`config.mk`:
```
export PLATFORM = sky130hd
export DESIGN_NAME = render_sched_flat
export DESIGN_NICKNAME = d
export VERILOG_FILES = /design/src/rtl/render_sched_pkg.sv /design/src/rtl/render_sched_if.sv /design/src/rtl/rr_arbiter.sv /design/src/rtl/render_sched.sv /design/src/flat_wrapper.sv
export SDC_FILE = /design/constraint.sdc
export NUM_CORES = 1
export LEC_CHECK = 0
export ABC_AREA = 1
export ABC_CLOCK_PERIOD_IN_PS = 7400
export BUFFER_PORTS_ARGS = -buffer_cell sky130_fd_sc_hd__buf_2
export CAP_MARGIN = 15
export CORE_AREA = 2 2 148 114
export CTS_BUF_LIST = sky130_fd_sc_hd__clkbuf_4
export DETAILED_ROUTE_END_ITERATION = 16
export DIE_AREA = 0 0 150 116
export PLACE_DENSITY = 0.57
export SLEW_MARGIN = 40
export SYNTH_ARGS = -nofsm -noshare
export SYNTH_HDL_FRONTEND = slang
export SYNTH_SLANG_ARGS = --single-unit
export TNS_END_PERCENT = 5
```
`constraint.sdc`:
```
create_clock -name clk -period 7.4 [get_ports clk]
set_input_delay 1.48 -clock clk [delete_from_list [all_inputs] [get_ports clk]]
set_output_delay 1.48 -clock clk [all_outputs]
set_load 0.01 [all_outputs]
```
`src/rtl/render_sched_pkg.sv`:
```
// render_sched_pkg: shared rectangle command layout constants and helpers
package render_sched_pkg;
  localparam int X_BITES = 10;
  localparam int Y_BITES = 10;
  localparam int COLOR_BITES = 8;
  localparam int RECT_CMD_BITS = 2 * X_BITES + 2 * Y_BITES + 2 * COLOR_BITES + 1;
  localparam int OFF_BORDER_COLOR = 0;
  localparam int OFF_BORDER = OFF_BORDER_COLOR + COLOR_BITES;
  localparam int OFF_BACK_COLOR = OFF_BORDER + 1;
  localparam int OFF_HEIGHT = OFF_BACK_COLOR + COLOR_BITES;
  localparam int OFF_WIDTH = OFF_HEIGHT + Y_BITES;
  localparam int OFF_ORIGIN_Y = OFF_WIDTH + X_BITES;
  localparam int OFF_ORIGIN_X = OFF_ORIGIN_Y + Y_BITES;
  function automatic logic is_empty(input logic [RECT_CMD_BITS-1:0] c);
    return c[OFF_WIDTH +: X_BITES] == '0 || c[OFF_HEIGHT +: Y_BITES] == '0;
  endfunction
endpackage

```
`src/rtl/render_sched_if.sv`:
```
// render_sched_if: requester, renderer and completion signals of the scheduler
interface render_sched_if #(parameter int NUM_REQ = 4);
  import render_sched_pkg::*;
  localparam int IW = $clog2(NUM_REQ);
  logic [NUM_REQ-1:0] req_valid;
  logic [NUM_REQ*RECT_CMD_BITS-1:0] req_cmd;
  logic [NUM_REQ-1:0] req_ready;
  logic rr_enable;
  logic [X_BITES-1:0] rr_origin_x;
  logic [X_BITES-1:0] rr_width;
  logic [Y_BITES-1:0] rr_origin_y;
  logic [Y_BITES-1:0] rr_height;
  logic [COLOR_BITES-1:0] rr_back_color;
  logic [COLOR_BITES-1:0] rr_border_color;
  logic rr_border;
  logic rr_done;
  logic cmpl_valid;
  logic [IW-1:0] cmpl_id;
  logic busy;
  modport master (
    output req_valid, req_cmd, rr_done,
    input req_ready, rr_enable, rr_origin_x, rr_width, rr_origin_y, rr_height,
    input rr_back_color, rr_border_color, rr_border, cmpl_valid, cmpl_id, busy
  );
  modport slave (
    input req_valid, req_cmd, rr_done,
    output req_ready, rr_enable, rr_origin_x, rr_width, rr_origin_y, rr_height,
    output rr_back_color, rr_border_color, rr_border, cmpl_valid, cmpl_id, busy
  );
endinterface

```
`src/rtl/rr_arbiter.sv`:
```
// rr_arbiter: one-hot round-robin grant searching from last_grant+1 with wrap
module rr_arbiter #(parameter int N = 4) (
  input  logic [N-1:0]         req,
  input  logic [$clog2(N)-1:0] last_grant,
  output logic [N-1:0]         grant
);
  localparam int W = $clog2(N);
  logic [W-1:0] idx;
  always_comb begin
    grant = '0;
    idx = '0;
    for (int i = 1; i <= N; i++) begin
      idx = W'((int'(last_grant) + i) % N);
      if (grant == '0 && req[idx]) grant[idx] = 1'b1;
    end
  end
endmodule

```
`src/rtl/render_sched.sv`:
```
// render_sched: round-robin scheduler feeding rectangle commands to one renderer
module render_sched import render_sched_pkg::*; #(
  parameter int NUM_REQ = 4,
  parameter int ARM_CYCLES = 2
) (
  input logic clk,
  input logic reset,
  render_sched_if.slave bus
);
  localparam int IW = $clog2(NUM_REQ);
  localparam int AW = $clog2(ARM_CYCLES + 1);
  localparam logic [2:0] IDLE = 3'd0;
  localparam logic [2:0] LAUNCH = 3'd1;
  localparam logic [2:0] ARM = 3'd2;
  localparam logic [2:0] DRAW = 3'd3;
  localparam logic [2:0] RELEASE = 3'd4;
  logic [2:0] state;
  logic [IW-1:0] last_grant, gidx, id;
  logic [NUM_REQ-1:0] grant;
  logic [RECT_CMD_BITS-1:0] sel, cmd;
  logic [AW-1:0] arm_cnt;
  rr_arbiter #(.N(NUM_REQ)) u_arb (.req(bus.req_valid), .last_grant(last_grant), .grant(grant));
  always_comb begin
    gidx = '0;
    sel = '0;
    for (int i = 0; i < NUM_REQ; i++)
      if (grant[i]) begin
        gidx = IW'(i);
        sel = bus.req_cmd[i*RECT_CMD_BITS +: RECT_CMD_BITS];
      end
  end
  always_ff @(posedge clk) begin
    if (reset) begin
      state <= IDLE;
      last_grant <= IW'(NUM_REQ - 1);
      id <= '0;
      cmd <= '0;
      arm_cnt <= '0;
    end else begin
      case (state)
        IDLE: if (|bus.req_valid) begin
          last_grant <= gidx;
          id <= gidx;
          cmd <= sel;
          state <= is_empty(sel) ? RELEASE : LAUNCH;
        end
        LAUNCH: begin
          arm_cnt <= '0;
          state <= ARM;
        end
        ARM: begin
          arm_cnt <= arm_cnt + 1'b1;
          if (arm_cnt == AW'(ARM_CYCLES - 1)) state <= DRAW;
        end
        DRAW: if (bus.rr_done) state <= RELEASE;
        default: state <= IDLE;
      endcase
    end
  end
  assign bus.req_ready = (state == IDLE && !reset) ? grant : '0;
  assign bus.rr_enable = state == LAUNCH || state == ARM || state == DRAW;
  assign bus.busy = state != IDLE;
  assign bus.cmpl_valid = state == RELEASE;
  assign bus.cmpl_id = id;
  assign bus.rr_origin_x = cmd[OFF_ORIGIN_X +: X_BITES];
  assign bus.rr_origin_y = cmd[OFF_ORIGIN_Y +: Y_BITES];
  assign bus.rr_width = cmd[OFF_WIDTH +: X_BITES];
  assign bus.rr_height = cmd[OFF_HEIGHT +: Y_BITES];
  assign bus.rr_back_color = cmd[OFF_BACK_COLOR +: COLOR_BITES];
  assign bus.rr_border = cmd[OFF_BORDER];
  assign bus.rr_border_color = cmd[OFF_BORDER_COLOR +: COLOR_BITES];
endmodule
```
`src/flat_wrapper.sv`:
```
// flat-port wrapper written by rule: the top's interface ports become plain ports
module render_sched_flat import render_sched_pkg::*;
#(
  parameter int NUM_REQ = 4,
  parameter int ARM_CYCLES = 2
)
  (clk, reset, bus_req_valid, bus_req_cmd, bus_rr_done, bus_req_ready, bus_rr_enable, bus_rr_origin_x, bus_rr_width, bus_rr_origin_y, bus_rr_height, bus_rr_back_color, bus_rr_border_color, bus_rr_border, bus_cmpl_valid, bus_cmpl_id, bus_busy);
  render_sched_if #(.NUM_REQ(NUM_REQ)) bus_i ();
  input logic clk;
  input logic reset;
  input wire logic [$bits(bus_i.req_valid)-1:0] bus_req_valid;
  input wire logic [$bits(bus_i.req_cmd)-1:0] bus_req_cmd;
  input wire logic [$bits(bus_i.rr_done)-1:0] bus_rr_done;
  output wire logic [$bits(bus_i.req_ready)-1:0] bus_req_ready;
  output wire logic [$bits(bus_i.rr_enable)-1:0] bus_rr_enable;
  output wire logic [$bits(bus_i.rr_origin_x)-1:0] bus_rr_origin_x;
  output wire logic [$bits(bus_i.rr_width)-1:0] bus_rr_width;
  output wire logic [$bits(bus_i.rr_origin_y)-1:0] bus_rr_origin_y;
  output wire logic [$bits(bus_i.rr_height)-1:0] bus_rr_height;
  output wire logic [$bits(bus_i.rr_back_color)-1:0] bus_rr_back_color;
  output wire logic [$bits(bus_i.rr_border_color)-1:0] bus_rr_border_color;
  output wire logic [$bits(bus_i.rr_border)-1:0] bus_rr_border;
  output wire logic [$bits(bus_i.cmpl_valid)-1:0] bus_cmpl_valid;
  output wire logic [$bits(bus_i.cmpl_id)-1:0] bus_cmpl_id;
  output wire logic [$bits(bus_i.busy)-1:0] bus_busy;
  assign bus_i.req_valid = bus_req_valid;
  assign bus_i.req_cmd = bus_req_cmd;
  assign bus_i.rr_done = bus_rr_done;
  assign bus_req_ready = bus_i.req_ready;
  assign bus_rr_enable = bus_i.rr_enable;
  assign bus_rr_origin_x = bus_i.rr_origin_x;
  assign bus_rr_width = bus_i.rr_width;
  assign bus_rr_origin_y = bus_i.rr_origin_y;
  assign bus_rr_height = bus_i.rr_height;
  assign bus_rr_back_color = bus_i.rr_back_color;
  assign bus_rr_border_color = bus_i.rr_border_color;
  assign bus_rr_border = bus_i.rr_border;
  assign bus_cmpl_valid = bus_i.cmpl_valid;
  assign bus_cmpl_id = bus_i.cmpl_id;
  assign bus_busy = bus_i.busy;
  render_sched #(.NUM_REQ(NUM_REQ), .ARM_CYCLES(ARM_CYCLES)) u_core (.clk(clk), .reset(reset), .bus(bus_i));
endmodule
```
==> reports/results.ini <==
[status]
status = complete, no violations

[placement]
place_hpwl_mm = 13.2
io_buffers = 300
placed_cells = 1160
place.gp.congestion = 0.800

[die]
dieArea_um2 = 17400
num_io_pins = 301
core_um2 = 15800
die_w_um = 150
die_h_um = 116
initial_utilization_pct = 28.6
std_cell_rows = 40

[global_routing]
grt_pass1_wl_mm = 26.4
grt_pass1_vias = 5172
grt_start_max_net_pins = 79
antenna_found_initial = 1
grt_overflow = 0
grt_usage_pct = 19.1

[layout]
fillers = 1761
seq_area_um2 = 1320
final_common_cell = buf_2
final_cells = 1176
final_cell_mix = buf_2, nand2_1, a21oi_1, dfxtp_1, o21ai_0
utilization_pct = 39.3
multi_input_area_um2 = 2780
nets = 1205
synthToLayoutAreaGrowth_pct = 37.2
drive_gt1_share_pct = 36.7

[sta]
maxSlewHeadroom_pct = 48.8
fin_crit_ns = 5.38
clock_skew_ns = 0.0119
maxSlewViolCount = 0
hold_viol = 0
tightest_slew_ns = 0.760
timing.final.crit_share_pct = 72.6
rsz0062_at_grt = no
setup_viol = 0
fmax_mhz = 186
tns_ns = 0
hold_ws_ns = 0.471

[drt]
drc_errors = 0
first_iter_violations = 285
ant_nets = 0
routedWlPerCell_um = 15.1
firstDrtPassIters = 5
vias = 5677
routed_wl_mm = 17.8
vias_per_cell = 4.83

[clock_tree]
numCtsBuffers = 9
clk_pin_slew_ns = 0.11
cts.sinks = 66
post_cts_resized = 0
cts_setup_buffers = 0
cts_tree = built
hold_buffers = 0
cts_buffer_depth = 2
cts-root-buf = clkbuf_4
cts.htree.levels = 3
clk_latency_ns = 0.41

[worst_setup_path]
crit_family = simple AND/OR/NAND/NOR gates
crit_slowest_cell = nand2_4
critPathKind = in -> out
cp.depth = 19
crit_path_max_incr_delay_ns = 0.57
cp-end-kind = primary output
arrival_ns = 3.90
cp_cell_sequence = buf_2 -> inv_1 -> nand2_1 -> nand2_1 -> nand2_1 -> nand3_2 -> nand2_2 -> inv_2 -> nand3_1 -> nand2_1 -> nor2_2 -> nand3_1 -> nand2_2 -> nor2_4 -> nand3_2 -> nand2_4 -> inv_2 -> nor2_1 -> buf_2
path_max_fanout = 60
startpoint_type = input pin
cp.required_ns = 5.92
path_buf_inv = 5
reg2reg_depth = 26
critPathMostFrequentCell = nand2_1

[logic_synthesis]
netlist_instances = 694
synthDistinctLibCells = 33
synthesis.area_um2 = 4530
syn_area_per_cell_um2 = 6.53
yosysSeqAreaShare_pct = 29.2
synth-seq-cells = 66
ys_warn_count = 0
syn-num-nets = 938

[pwr]
ir_drop_mv = 0.407
power.leakage_nw = 3.21
powerDensity_nw_per_um2 = 627
power_mw = 3.90

[worst_hold_path]
hold_path_depth = 2
hold_path.class = reg -> reg

[job]
drv_cap = 0

flip-flops by register name (all words and copies together), names as in the netlist:
name,cells
u_core.arm_cnt,2
u_core.bus.cmpl_id,2
u_core.cmd,57
u_core.last_grant,2
u_core.state,3
per-layer routing:
layer | part of all wire, % | vias up | global-route usage (%) | wire [um]
li1 | - | 2904 | - | -
met1 | 46 | 2530 | 25.4 | 8120
met2 | 45 | 226 | 31.6 | 8060
met3 | 8.0 | 17 | 4.92 | 1430
met4 | 0.95 | 0 | 3.77 | 169
met5 | 0 | - | 0 | 0
synthesized netlist by cell type (all sizes together):
master / n / area (um^2)
nand3: 41 / 235
a22o: 7 / 61.3
a221oi: 37 / 324
a2bb2oi: 1 / 8.76
ha: 9 / 113
inv: 52 / 195
nand2: 200 / 796
a21boi: 1 / 7.51
nor3: 2 / 15.0
a31oi: 1 / 6.26
o21ai: 50 / 250
o211ai: 20 / 150
dfxtp: 66 / 1320
or2: 7 / 43.8
nor2: 53 / 241
a21oi: 97 / 489
o31ai: 1 / 21.3
nor4: 1 / 6.26
buf: 26 / 161
clkbuf: 22 / 82.6
layout make-up:
class / count / share of cell area (%)
repair buffers: 304 / 24.6
multi-input cells: 528 / 44.7
flip-flops and latches: 66 / 21.3
well taps: 210 / 4.23
clock inverters: 5 / 0.745
diodes: 1 / 0.0403
clock buffers: 10 / 1.21
inverters: 52 / 3.18
worst reg2reg max path: stages, from the launching register on:
cell and delay, ns:
dfxtp_1 0.54, inv_2 0.18, ha_1 0.38, inv_1 0.12
nand3_1 0.10, nand2_2 0.12, o31ai_4 0.10, nand3_1 0.09
nand2_1 0.08, nor2_2 0.15, nand3_1 0.11, nand2_2 0.12
nor2_4 0.07, nand3_2 0.07, nand2_4 0.41, nor2_4 0.38
nand2_1 0.07, inv_1 0.06, buf_4 0.44, nand2_1 0.11
nand2_1 0.13, nor2_1 0.06, nand3_1 0.13, nand3_1 0.09
nand2_1 0.07, nand2_1 0.06, a21oi_2 0.11
stage by stage:
step / setup WS [ns] / area, um^2
4_1_cts: 2.03 / 6210
5_1_grt: 1.73 / 6210
3_3_place_gp: 2.09 / 6090
2_1_floorplan: 2.85 / 4530
6_report: 2.02 / 6210
3_5_place_dp: 2.04 / 6090
final timing paths:
check                                startpoint                                 end  slack (ns)
max                            bus_req_valid[0]                    bus_req_ready[2]        2.02
min          u_core.bus.cmpl_id[0]$_SDFFE_PP0P_  u_core.bus.cmpl_id[0]$_SDFFE_PP0P_        0.47
max reg2reg   u_core.last_grant[0]$_SDFFE_PP1P_        u_core.state[0]$_SDFFE_PP0P_        3.01
min reg2reg  u_core.bus.cmpl_id[0]$_SDFFE_PP0P_  u_core.bus.cmpl_id[0]$_SDFFE_PP0P_        0.47
cells by family after synthesis:
| family | share of synthesized area, % |
|---|---|
| flip-flops | 29.2 |
| buffers and inverters | 9.70 |
| AO/OA/AOI/OAI | 29.1 |
| adder cells (fa/ha/maj) | 2.49 |
| AND/OR/NAND/NOR | 29.5 |
where the power goes:
| group | switching [mW] | internal, mW |
|---|---|---|
| registers | 0.0662 | 0.494 |
| clock network | 0.128 | 0.101 |
| logic | 2.09 | 1.01 |
| total | 2.29 | 1.61 |
(Power assumes the default switching activity.)
